## src/rtl/tlul_pkg.sv

```systemverilog
// TL-UL bus types, widths and the data-integrity helper shared by the SRAM port.
package tlul_pkg;

    localparam int unsigned TlAw              = 32;
    localparam int unsigned TlDw              = 32;
    localparam int unsigned TlDbw             = TlDw / 8;
    localparam int unsigned TlSzw             = 2;
    localparam int unsigned TlAiw             = 8;
    localparam int unsigned TlDiw             = 1;
    localparam int unsigned DataIntgWidth     = 7;
    localparam int unsigned TlSramPortMaxSize = 2;

    typedef enum logic [2:0] {
        PutFullData    = 3'h0,
        PutPartialData = 3'h1,
        ArithmeticData = 3'h2,
        LogicalData    = 3'h3,
        Get            = 3'h4,
        Intent         = 3'h5
    } tl_a_op_e;

    typedef enum logic [2:0] {
        AccessAck     = 3'h0,
        AccessAckData = 3'h1
    } tl_d_op_e;

    typedef struct packed {
        logic [DataIntgWidth-1:0] data_intg;
    } tl_a_user_t;

    typedef struct packed {
        logic [DataIntgWidth-1:0] data_intg;
    } tl_d_user_t;

    typedef struct packed {
        logic             a_valid;
        tl_a_op_e         a_opcode;
        logic [2:0]       a_param;
        logic [TlSzw-1:0] a_size;
        logic [TlAiw-1:0] a_source;
        logic [TlAw-1:0]  a_address;
        logic [TlDbw-1:0] a_mask;
        logic [TlDw-1:0]  a_data;
        tl_a_user_t       a_user;
        logic             d_ready;
    } tl_h2d_t;

    typedef struct packed {
        logic             d_valid;
        tl_d_op_e         d_opcode;
        logic [2:0]       d_param;
        logic [TlSzw-1:0] d_size;
        logic [TlAiw-1:0] d_source;
        logic [TlDiw-1:0] d_sink;
        logic [TlDw-1:0]  d_data;
        tl_d_user_t       d_user;
        logic             d_error;
        logic             a_ready;
    } tl_d2h_t;

    // One outstanding transaction as remembered between A accept and D response.
    typedef struct packed {
        logic             read;
        logic             error;
        logic [TlAiw-1:0] source;
        logic [TlSzw-1:0] size;
    } tl_sram_rsp_t;

    // Interleaved parity: integrity bit k covers every data bit whose index is k mod 7.
    function automatic logic [DataIntgWidth-1:0] tl_data_integ(input logic [TlDw-1:0] data);
        logic [DataIntgWidth-1:0] intg;
        intg = '0;
        for (int unsigned i = 0; i < TlDw; i++) begin
            intg[3'(i % DataIntgWidth)] = intg[3'(i % DataIntgWidth)] ^ data[5'(i)];
        end
        return intg;
    endfunction

endpackage

```

## src/rtl/prim_fifo_sync.sv

```systemverilog
// Synchronous FIFO; with Pass set, an empty FIFO forwards write data straight to the read side.
module prim_fifo_sync #(
    parameter int unsigned Width = 16,
    parameter bit          Pass  = 1'b1,
    parameter int unsigned Depth = 2
) (
    input  logic             clk_i,
    input  logic             rst_i,
    input  logic             wvalid_i,
    output logic             wready_o,
    input  logic [Width-1:0] wdata_i,
    output logic             rvalid_o,
    input  logic             rready_i,
    output logic [Width-1:0] rdata_o
);

    localparam int unsigned PtrW = (Depth > 1) ? $clog2(Depth) : 1;
    localparam int unsigned CntW = $clog2(Depth + 1);

    logic [Width-1:0] mem [Depth];
    logic [PtrW-1:0]  wptr, rptr;
    logic [CntW-1:0]  cnt;
    logic             empty, push, pop;

    function automatic logic [PtrW-1:0] ptr_inc(input logic [PtrW-1:0] p);
        return (p == PtrW'(Depth - 1)) ? '0 : p + PtrW'(1);
    endfunction

    assign empty    = (cnt == '0);
    assign wready_o = (cnt != CntW'(Depth));
    assign rvalid_o = !empty || (Pass && wvalid_i);
    assign rdata_o  = (Pass && empty) ? wdata_i : mem[rptr];
    // A pass-through word consumed in the same cycle is never stored.
    assign push     = wvalid_i && wready_o && !(Pass && empty && rready_i);
    assign pop      = rready_i && !empty;

    always_ff @(posedge clk_i) begin
        if (rst_i) begin
            wptr <= '0;
            rptr <= '0;
            cnt  <= '0;
        end else begin
            if (push) wptr <= ptr_inc(wptr);
            if (pop)  rptr <= ptr_inc(rptr);
            if (push && !pop)      cnt <= cnt + CntW'(1);
            else if (pop && !push) cnt <= cnt - CntW'(1);
        end
    end

    always_ff @(posedge clk_i) begin
        if (push) mem[wptr] <= wdata_i;
    end

endmodule

```

## src/rtl/tlul_data_integ_enc.sv

```systemverilog
// Computes the D-channel data integrity bits for a 32-bit data word.
module tlul_data_integ_enc
    import tlul_pkg::*;
(
    input  logic [TlDw-1:0]          data_i,
    output logic [DataIntgWidth-1:0] data_intg_o
);

    assign data_intg_o = tl_data_integ(data_i);

endmodule

```

## src/rtl/tlul_sram_port.sv

```systemverilog
// Terminal TL-UL device: maps word-aligned TL-UL requests onto a single-port SRAM
// and returns in-order responses, buffering read data against D-channel backpressure.
module tlul_sram_port
    import tlul_pkg::*;
#(
    parameter int unsigned SramAw      = 10,
    parameter int unsigned Outstanding = 2,
    parameter int unsigned SramDw      = 39
) (
    input  logic              clk_i,
    input  logic              rst_i,
    input  tl_h2d_t           tl_i,
    output tl_d2h_t           tl_o,
    input  logic              error_i,
    output logic              req_o,
    input  logic              gnt_i,
    output logic              we_o,
    output logic [SramAw-1:0] addr_o,
    output logic [SramDw-1:0] wdata_o,
    output logic [SramDw-1:0] wmask_o,
    input  logic              rvalid_i,
    input  logic [SramDw-1:0] rdata_i,
    input  logic [1:0]        rerror_i
);

    localparam int unsigned RdW = SramDw + 1;

    logic a_is_put, a_legal, a_ready, d_valid;
    logic tr_wvalid, tr_wready, tr_rvalid, tr_rready;
    tl_sram_rsp_t tr_wdata, tr_head;
    logic rst_q, rd_wvalid, rd_wready, rd_rvalid, rd_rready;
    logic [RdW-1:0] rd_wdata, rd_head;
    logic [DataIntgWidth-1:0] err_intg;
    logic unused_inputs;

    assign unused_inputs = ^{rerror_i[0], tl_i.a_param};

    // Only full-word-aligned accesses to the mapped range may touch the SRAM.
    assign a_is_put = tl_i.a_opcode inside {PutFullData, PutPartialData};
    assign a_legal  = (a_is_put || (tl_i.a_opcode == Get))
                   && (tl_i.a_address[1:0] == 2'b00)
                   && (tl_i.a_size <= TlSzw'(TlSramPortMaxSize))
                   && !error_i
                   && ((tl_i.a_address >> (SramAw + 2)) == '0);

    assign a_ready = !rst_i && tr_wready && (!a_legal || gnt_i);
    assign req_o   = !rst_i && tl_i.a_valid && a_legal && tr_wready;
    assign we_o    = a_is_put;
    assign addr_o  = tl_i.a_address[SramAw+1:2];
    assign wdata_o = SramDw'({tl_i.a_user.data_intg, tl_i.a_data});
    assign wmask_o = SramDw'({{DataIntgWidth{&tl_i.a_mask}},
                              {8{tl_i.a_mask[3]}}, {8{tl_i.a_mask[2]}},
                              {8{tl_i.a_mask[1]}}, {8{tl_i.a_mask[0]}}});

    always_comb begin
        tr_wdata        = '0;
        tr_wdata.read   = (tl_i.a_opcode == Get);
        tr_wdata.error  = !a_legal;
        tr_wdata.source = tl_i.a_source;
        tr_wdata.size   = tl_i.a_size;
    end

    assign tr_wvalid = tl_i.a_valid && a_ready;
    assign tr_rready = d_valid && tl_i.d_ready;

    prim_fifo_sync #(
        .Width ($bits(tl_sram_rsp_t)),
        .Pass  (1'b0),
        .Depth (Outstanding)
    ) u_tracker (
        .clk_i    (clk_i),
        .rst_i    (rst_i),
        .wvalid_i (tr_wvalid),
        .wready_o (tr_wready),
        .wdata_i  (tr_wdata),
        .rvalid_o (tr_rvalid),
        .rready_i (tr_rready),
        .rdata_o  (tr_head)
    );

    // A read response landing in the cycle after reset belongs to a dropped request.
    always_ff @(posedge clk_i) begin
        rst_q <= rst_i;
    end

    assign rd_wvalid = rvalid_i && !rst_i && !rst_q && rd_wready;
    assign rd_wdata  = {rerror_i[1], rdata_i};
    assign rd_rready = tr_rready && tr_head.read && !tr_head.error;

    prim_fifo_sync #(
        .Width (RdW),
        .Pass  (1'b1),
        .Depth (Outstanding)
    ) u_rdata (
        .clk_i    (clk_i),
        .rst_i    (rst_i),
        .wvalid_i (rd_wvalid),
        .wready_o (rd_wready),
        .wdata_i  (rd_wdata),
        .rvalid_o (rd_rvalid),
        .rready_i (rd_rready),
        .rdata_o  (rd_head)
    );

    tlul_data_integ_enc u_err_intg (
        .data_i      ({TlDw{1'b1}}),
        .data_intg_o (err_intg)
    );

    assign d_valid = !rst_i && tr_rvalid && (tr_head.error || !tr_head.read || rd_rvalid);

    // D channel reflects the tracker head; error beats win over read data.
    always_comb begin
        tl_o          = '0;
        tl_o.a_ready  = a_ready;
        tl_o.d_valid  = d_valid;
        tl_o.d_opcode = tr_head.read ? AccessAckData : AccessAck;
        tl_o.d_size   = tr_head.size;
        tl_o.d_source = tr_head.source;
        if (tr_head.error) begin
            tl_o.d_error            = 1'b1;
            tl_o.d_data             = '1;
            tl_o.d_user.data_intg   = err_intg;
        end else if (tr_head.read) begin
            tl_o.d_error            = rd_head[SramDw];
            tl_o.d_data             = rd_head[TlDw-1:0];
            tl_o.d_user.data_intg   = rd_head[SramDw-1:TlDw];
        end
    end

endmodule

```

## config.mk

```make
export PLATFORM = sky130hd
export DESIGN_NAME = tlul_sram_port
export DESIGN_NICKNAME = d
export VERILOG_FILES = /design/src/rtl/tlul_pkg.sv /design/src/rtl/prim_fifo_sync.sv /design/src/rtl/tlul_data_integ_enc.sv /design/src/rtl/tlul_sram_port.sv
export SDC_FILE = /design/constraint.sdc
export NUM_CORES = 1
export LEC_CHECK = 0
export CORE_MARGIN = 5
export CORE_UTILIZATION = 37
export CTS_BUF_LIST = sky130_fd_sc_hd__clkbuf_4 sky130_fd_sc_hd__clkbuf_8 sky130_fd_sc_hd__clkbuf_16
export DETAILED_ROUTE_END_ITERATION = 7
export HOLD_SLACK_MARGIN = 0.08
export PLACE_DENSITY_LB_ADDON = 0.1
export SYNTH_ARGS = -nofsm -noshare
export SYNTH_HDL_FRONTEND = slang
export SYNTH_SLANG_ARGS = --single-unit
export TNS_END_PERCENT = 50
```

## constraint.sdc

```tcl
create_clock -name clk_i -period 3.15 [get_ports clk_i]
set_clock_uncertainty 0.1 [all_clocks]
set_input_delay 0.4725 -clock clk_i [delete_from_list [all_inputs] [get_ports clk_i]]
set_output_delay 0.4725 -clock clk_i [all_outputs]
set_load 0.01 [all_outputs]
```

Word-level counts from Yosys, hierarchy flattened
Memories as Yosys holds them, arrays and structs flattened. A register that Yosys moved wholly into a read port is not among the register bits.
Index checks and enable logic that the tools add are counted.
{ "word_totals": {"ff_bits": 9, "n_memories": 2, "out_inout_bits": 149, "ram_bits": 104, "inputBits": 139} }
{ "op_classes": {"n_eq_ne": 4, "order_cmp": 1, "n_mux": 20, "add_sub_neg": 8, "n_reduce_logical": 55} }
{ "mem_list": {"columns": ["memory", "words", "word_bits", "rd", "rd_clocked_by_memory_dff", "write_ports", "line", "rtl"], "rows": [
  ["u_rdata.mem", 2, 40, 1, 1, 1, "prim_fifo_sync.sv:20", "logic [Width-1:0] mem [Depth];"],
  ["u_tracker.mem", 2, 12, 1, 1, 1, "prim_fifo_sync.sv:20", null]
]} }
{ "ops": {"columns": ["operator", "count"], "rows": [
  ["two-way mux 40 bit", 3],
  ["logical NOT 32 bit", 1],
  ["logical AND 1 bit", 28],
  ["logical NOT 1 bit", 13],
  ["two-way mux 1 bit", 13],
  ["two-way mux 2 bit", 4],
  ["logical NOT 2 bit", 3],
  ["nonzero test 2 bit", 3],
  ["logical OR 1 bit", 5],
  ["adder 1 bit, second input constant", 4],
  ["adder 2 x 1 -> 2 bit, second input constant", 2],
  ["inequality test 2 bit, second input constant", 2],
  ["AND reduction 4 bit", 1],
  ["subtractor 2 x 1 -> 2 bit, second input constant", 2],
  ["equality test 3 x 1 -> 1 bit, second input constant", 1],
  ["equality test 3 bit, second input constant", 1],
  ["logical NOT 3 bit", 1],
  ["less-or-equal comparator 2 bit, second input constant", 1]
]} }

Depth between registers and ports, before layout
{ "logic_depth": {"word_depth": 17, "depth_mapped": 8, "mapped_depth_nobuf": 8} }

Modules after synthesis
Synthesis repeated with hierarchy kept, for this count alone.
{ "unflattened": {"hier_cells": 498, "area_unflattened_um2": 6404.9} }
{ "by_module_without_submodules": {"columns": ["module", "instances", "cells_per_inst", "seq_area_each_um2", "area_per_inst_um2"], "rows": [
  ["prim_fifo_sync at u_rdata", 1, 242, 2502.4, 3799.9],
  ["tlul_sram_port", 1, 174, 20.0, 1282.5],
  ["prim_fifo_sync at u_tracker", 1, 61, 820.8, 1083.5],
  ["tlul_data_integ_enc", 1, 21, 0.0, 239.0]
]} }

Least setup slack after synthesis
No wires, ideal clock.
{ "synth_path": {"kind": "input port to flip-flop", "startpoint": "input port rst_i", "endpoint": "memory u_rdata.mem[0][0] in the netlist's numbering, enable pin", "required_ns": 2.613, "setup_slack_ns": -0.251, "t_arrival_ns": 2.864, "n_path_buf": 0, "cell_stages": 4, "path_cell_list": "or3b_2 > nor2_1 > a2bb2oi_1 > nor2_1"} }
{ "synth_via": {"elab_chain_cells": 15, "word_cells_on_any_way": 17, "cone_classes": "2 x mux; 15 x reduce/logical"} }
{ "synth_rtl": {"columns": ["item", "line", "rtl"], "rows": [
  ["from (decl)", "tlul_sram_port.sv:11", "input logic rst_i,"],
  ["logical NOT 1 bit (*)", "tlul_sram_port.sv:86, tlul_sram_port.sv:110", null],
  ["logical AND 1 bit (3 in a row)", "tlul_sram_port.sv:86", "assign rd_wvalid = rvalid_i && !rst_i && !rst_q && rd_wready;"],
  ["logical OR 1 bit", "prim_fifo_sync.sv:31", "assign rvalid_o = !empty || (Pass && wvalid_i);"],
  ["logical OR 1 bit", "tlul_sram_port.sv:110", "assign d_valid = !rst_i && tr_rvalid && (tr_head.error || !tr_head.read || rd_rvalid);"],
  ["logical AND 1 bit", "tlul_sram_port.sv:110", null],
  ["logical AND 1 bit", "tlul_sram_port.sv:64", "assign tr_rready = d_valid && tl_i.d_ready;"],
  ["logical AND 1 bit (2 in a row)", "tlul_sram_port.sv:88", "assign rd_rready = tr_rready && tr_head.read && !tr_head.error;"],
  ["logical AND 1 bit", "prim_fifo_sync.sv:34", "assign push = wvalid_i && wready_o && !(Pass && empty && rready_i);"],
  ["logical NOT 1 bit", "prim_fifo_sync.sv:34", null],
  ["logical AND 1 bit (*)", "prim_fifo_sync.sv:34", null],
  ["two-way mux 1 bit (*)", "prim_fifo_sync.sv:51", "if (push) mem[wptr] <= wdata_i;"],
  ["two-way mux 1 bit (implied by the code) (*)", "prim_fifo_sync.sv:51", null],
  ["to (decl)", "prim_fifo_sync.sv:20", null]
]} }
Mark *: on every way between the ends. The rest lies on a longest branch, timed or not.

==> results.md <==
- Compound-Gate Fraction of Synth Area: 0.0917
- Mux cell area share after synthesis: 0.0974
- WP buf/inv: 2
- Worst Hold Depth: 1
- Synth Register Bits: 115
- CTS tree: built
- Initial antenna violation count: 0
- Global-route wire length before repair: 19900 µm
- Most frequent cells in the layout: 177 x clkdlybuf4s50_1, 104 x edfxtp_1, 50 x nor2_1
- Adder-Cell Fraction of Synth Area: 0.00441
- GRT overflow: 0
- Worst EP required: 2580 ps
- Initial core utilization: 0.375
- CTS max path bufs: 2
- Crit share post-route: 0.939
- Dpl ws: 31.1 ps
- Sum Neg Setup Slack: 0 ps
- Overall Global Routing Usage: 0.142
- Crit-path slowest cell: clkdlybuf4s50_1
- Wire length per cell: 17.0 µm
- I/O pins: 288
- Share of cells above drive strength 1: 0.128
- Critical-path cell list: buf_4, and3b_1, nor2_1, a211oi_1, clkdlybuf4s50_1
- Residual DRC: 0
- Nets: 717
- RSZ-0062 raised after global routing: no
- Vias: 3739
- Critical-path maximum fanout: 12
- # diodes: 0
- Synth Area in XOR/XNOR: 0.00771
- R2R cell count: 8
- Fin. Hold Viols: 0
- Async SR Flop Fraction: 0
- Top area cells in the synthesized netlist: edfxtp_1 55%, buf_4 13%, mux2i_1 7.8%
- CTS Sinks: 115
- Hold Path Origin: u_tracker.wptr$_SDFFE_PP0P_
- Mean area per synthesized cell: 12.0 µm²
- Die Ht: 134 µm
- Synth area leader: edfxtp_1
- Final setup vio count: 0
- Slew Viols, Final: 0
- Worst path max stage delay: 620 ps
- Num rows: 45
- Synthesized cell area: 5680 µm²
- Hold Path End: u_tracker.wptr$_SDFFE_PP0P_
- Most common cell after layout, fill and taps aside: clkdlybuf4s50_1
- Area added between synthesis and finish: 36.0%
- Cells after Synth: 473
- Port bufs: 179
- Mean number of vias per cell: 4.82
- First-pass iteration count of the detailed router: 4
- Pwr Density: 540 nW/µm²
- Outcome: completed
- CP delay by family, top: buffers and inverters
- DIE AREA: 17900 µm²
- Period minus WS final: 2960 ps
- Number of flops mapped to enable cells by yosys: 104
- Max VDD drop: 0.000312 V
- Hold crit path type: reg -> reg
- Final WS setup: 193 ps
- Least-Margin Pin Slew: 1080 ps
- Internal reg-to-reg setup slack: 730 ps
- Crit path kind: reg -> out
- Vias in the first global route: 3867
- Slew margin rel.: 0.279
- Synth top area share: 0.550
- Final Wtd Congestion: 0.723
- Synth Area in Simple Gates: 0.0626
- Post-Route WL: 13200 µm
- Achievable clock frequency: 0.338 GHz
- Max Cap Viol: 0
- Cts hold-fix bufs: 0
- Leak: 0.00260 µW
- Root Driver: clkbuf_16
- CTS clk-pin slew, worst paths: 50 ps
- Worst r2r dst: u_rdata.cnt[1]$_SDFFE_PP0P_
- Number of routed nets with antenna violations: 0
- Critical path arrival: 2380 ps
- DP HPWL: 9280 µm
- Core outline area: 15100 µm²
- Htree depth: 4
- Die W: 134 µm
- Largest family of logic cells by synthesized area: buffers and inverters
- Main synth FF type: edfxtp_1
- Largest net degree at the start of global routing: 54
- Synth cell types: 39
- Crit. End Element: output pin
- Clk_lat worst skew: 400 ps
- Post-synthesis sequential area ratio: 0.589
- 1st-iter DRT viols: 166
- CTS Buf Count: 17
- CP startpoint kind: flop
- Synth warnings: 0
==> synthesized netlist by cell type, types with 2 or more instances <==
master / instances
a211oi_1: 3
a21oi_1: 42
buf_1: 3
buf_2: 4
buf_4: 95
clkbuf_1: 16
dfxtp_1: 11
edfxtp_1: 104
ha_1: 2
inv_1: 8
mux2_2: 10
mux2i_1: 44
nand2_1: 2
nand2b_1: 2
nand4_1: 2
nor2_1: 53
nor3b_1: 2
nor4_1: 5
o211ai_1: 2
o21ai_0: 39
or3_1: 2
xor2_1: 5
==> per-layer routing <==
metal / vias to the layer above / GRT usage / routed length, µm
li1: 1809 / - / -
met1: 1737 / 0.162 / 5430
met2: 166 / 0.224 / 6120
met3: 27 / 0.0848 / 1440
met4: 0 / 0.0451 / 214
met5: - / 0 / 0
==> how the worst max path moves through the flow <==
| stage | startpoint | endpoint | cells after the start |
|---|---|---|---|
| after global placement | tl_i[56] | tl_o[0] | 6 |
| after CTS | error_i | tl_o[0] | 6 |
| after global routing | u_rdata.cnt[0]$_SDFFE_PP0P_ | tl_o[58] | 5 |
| after floorplan | rst_i | u_rdata.mem[0][0]$_DFFE_PP_ | 4 |
| after detailed placement | tl_i[44] | tl_o[0] | 6 |
| final | flop | tl_o[8] | 5 |
==> through the flow <==
| step | cell area (µm²) | hold slack, ps | total power, µW | cells | utilization |
|---|---|---|---|---|---|
| final | 7730 | 381 | 4170 | 776 | 0.510 |
| after global routing | 7730 | 419 | 4340 | 776 | 0.510 |
| after CTS | 7680 | 382 | 4220 | 774 | 0.507 |
| after detailed placement | 7110 | 370 | 2410 | 743 | 0.470 |
| after global placement | 7110 | 360 | 2390 | 743 | 0.470 |
| after floorplan | 5700 | 350 | 2160 | 478 | - |
==> power by group <==
part           total, µW  internal, µW  switching, µW
logic                606           317            289
clock network       1800          1170            630
registers           1760          1740           28.2
==> area by class of cell <==
cell class / instances / area (µm²)
timing repair buffer: 197 / 1960
fill: 1347 / 7420
sequential: 115 / 3340
multi-input combinational: 237 / 1600
clock inverter: 11 / 114
inverter: 8 / 30.0
tap: 188 / 235
clock buffer: 20 / 448
==> registers in the layout, summed over array words and instances, names as in the netlist, named ones only <==
signal / count
u_tracker.wptr: 1
u_rdata.wptr: 1
u_rdata.cnt: 2
u_tracker.rptr: 1
u_tracker.mem: 24
u_tracker.cnt: 2
u_rdata.rptr: 1
rst_q: 1
u_rdata.mem: 80
==> repair_timing <==
item / 4_1_cts / 5_1_grt
resized for setup: 0 / 7
setup endpoints to repair: 0 / 24
setup buffers: 0 / 2
==> cell families (layout without fill, tap and decap cells) <==
group,after synthesis,count (layout)
XOR/XNOR,5,5
other,1,6
multiplexers,54,54
flip-flops,115,115
buffers and inverters,126,236
AO/OA/AOI/OAI,93,93
AND/OR/NAND/NOR,77,77
adder cells (fa/ha/maj),2,2
No activity file was read; power rests on OpenSTA's default activity.
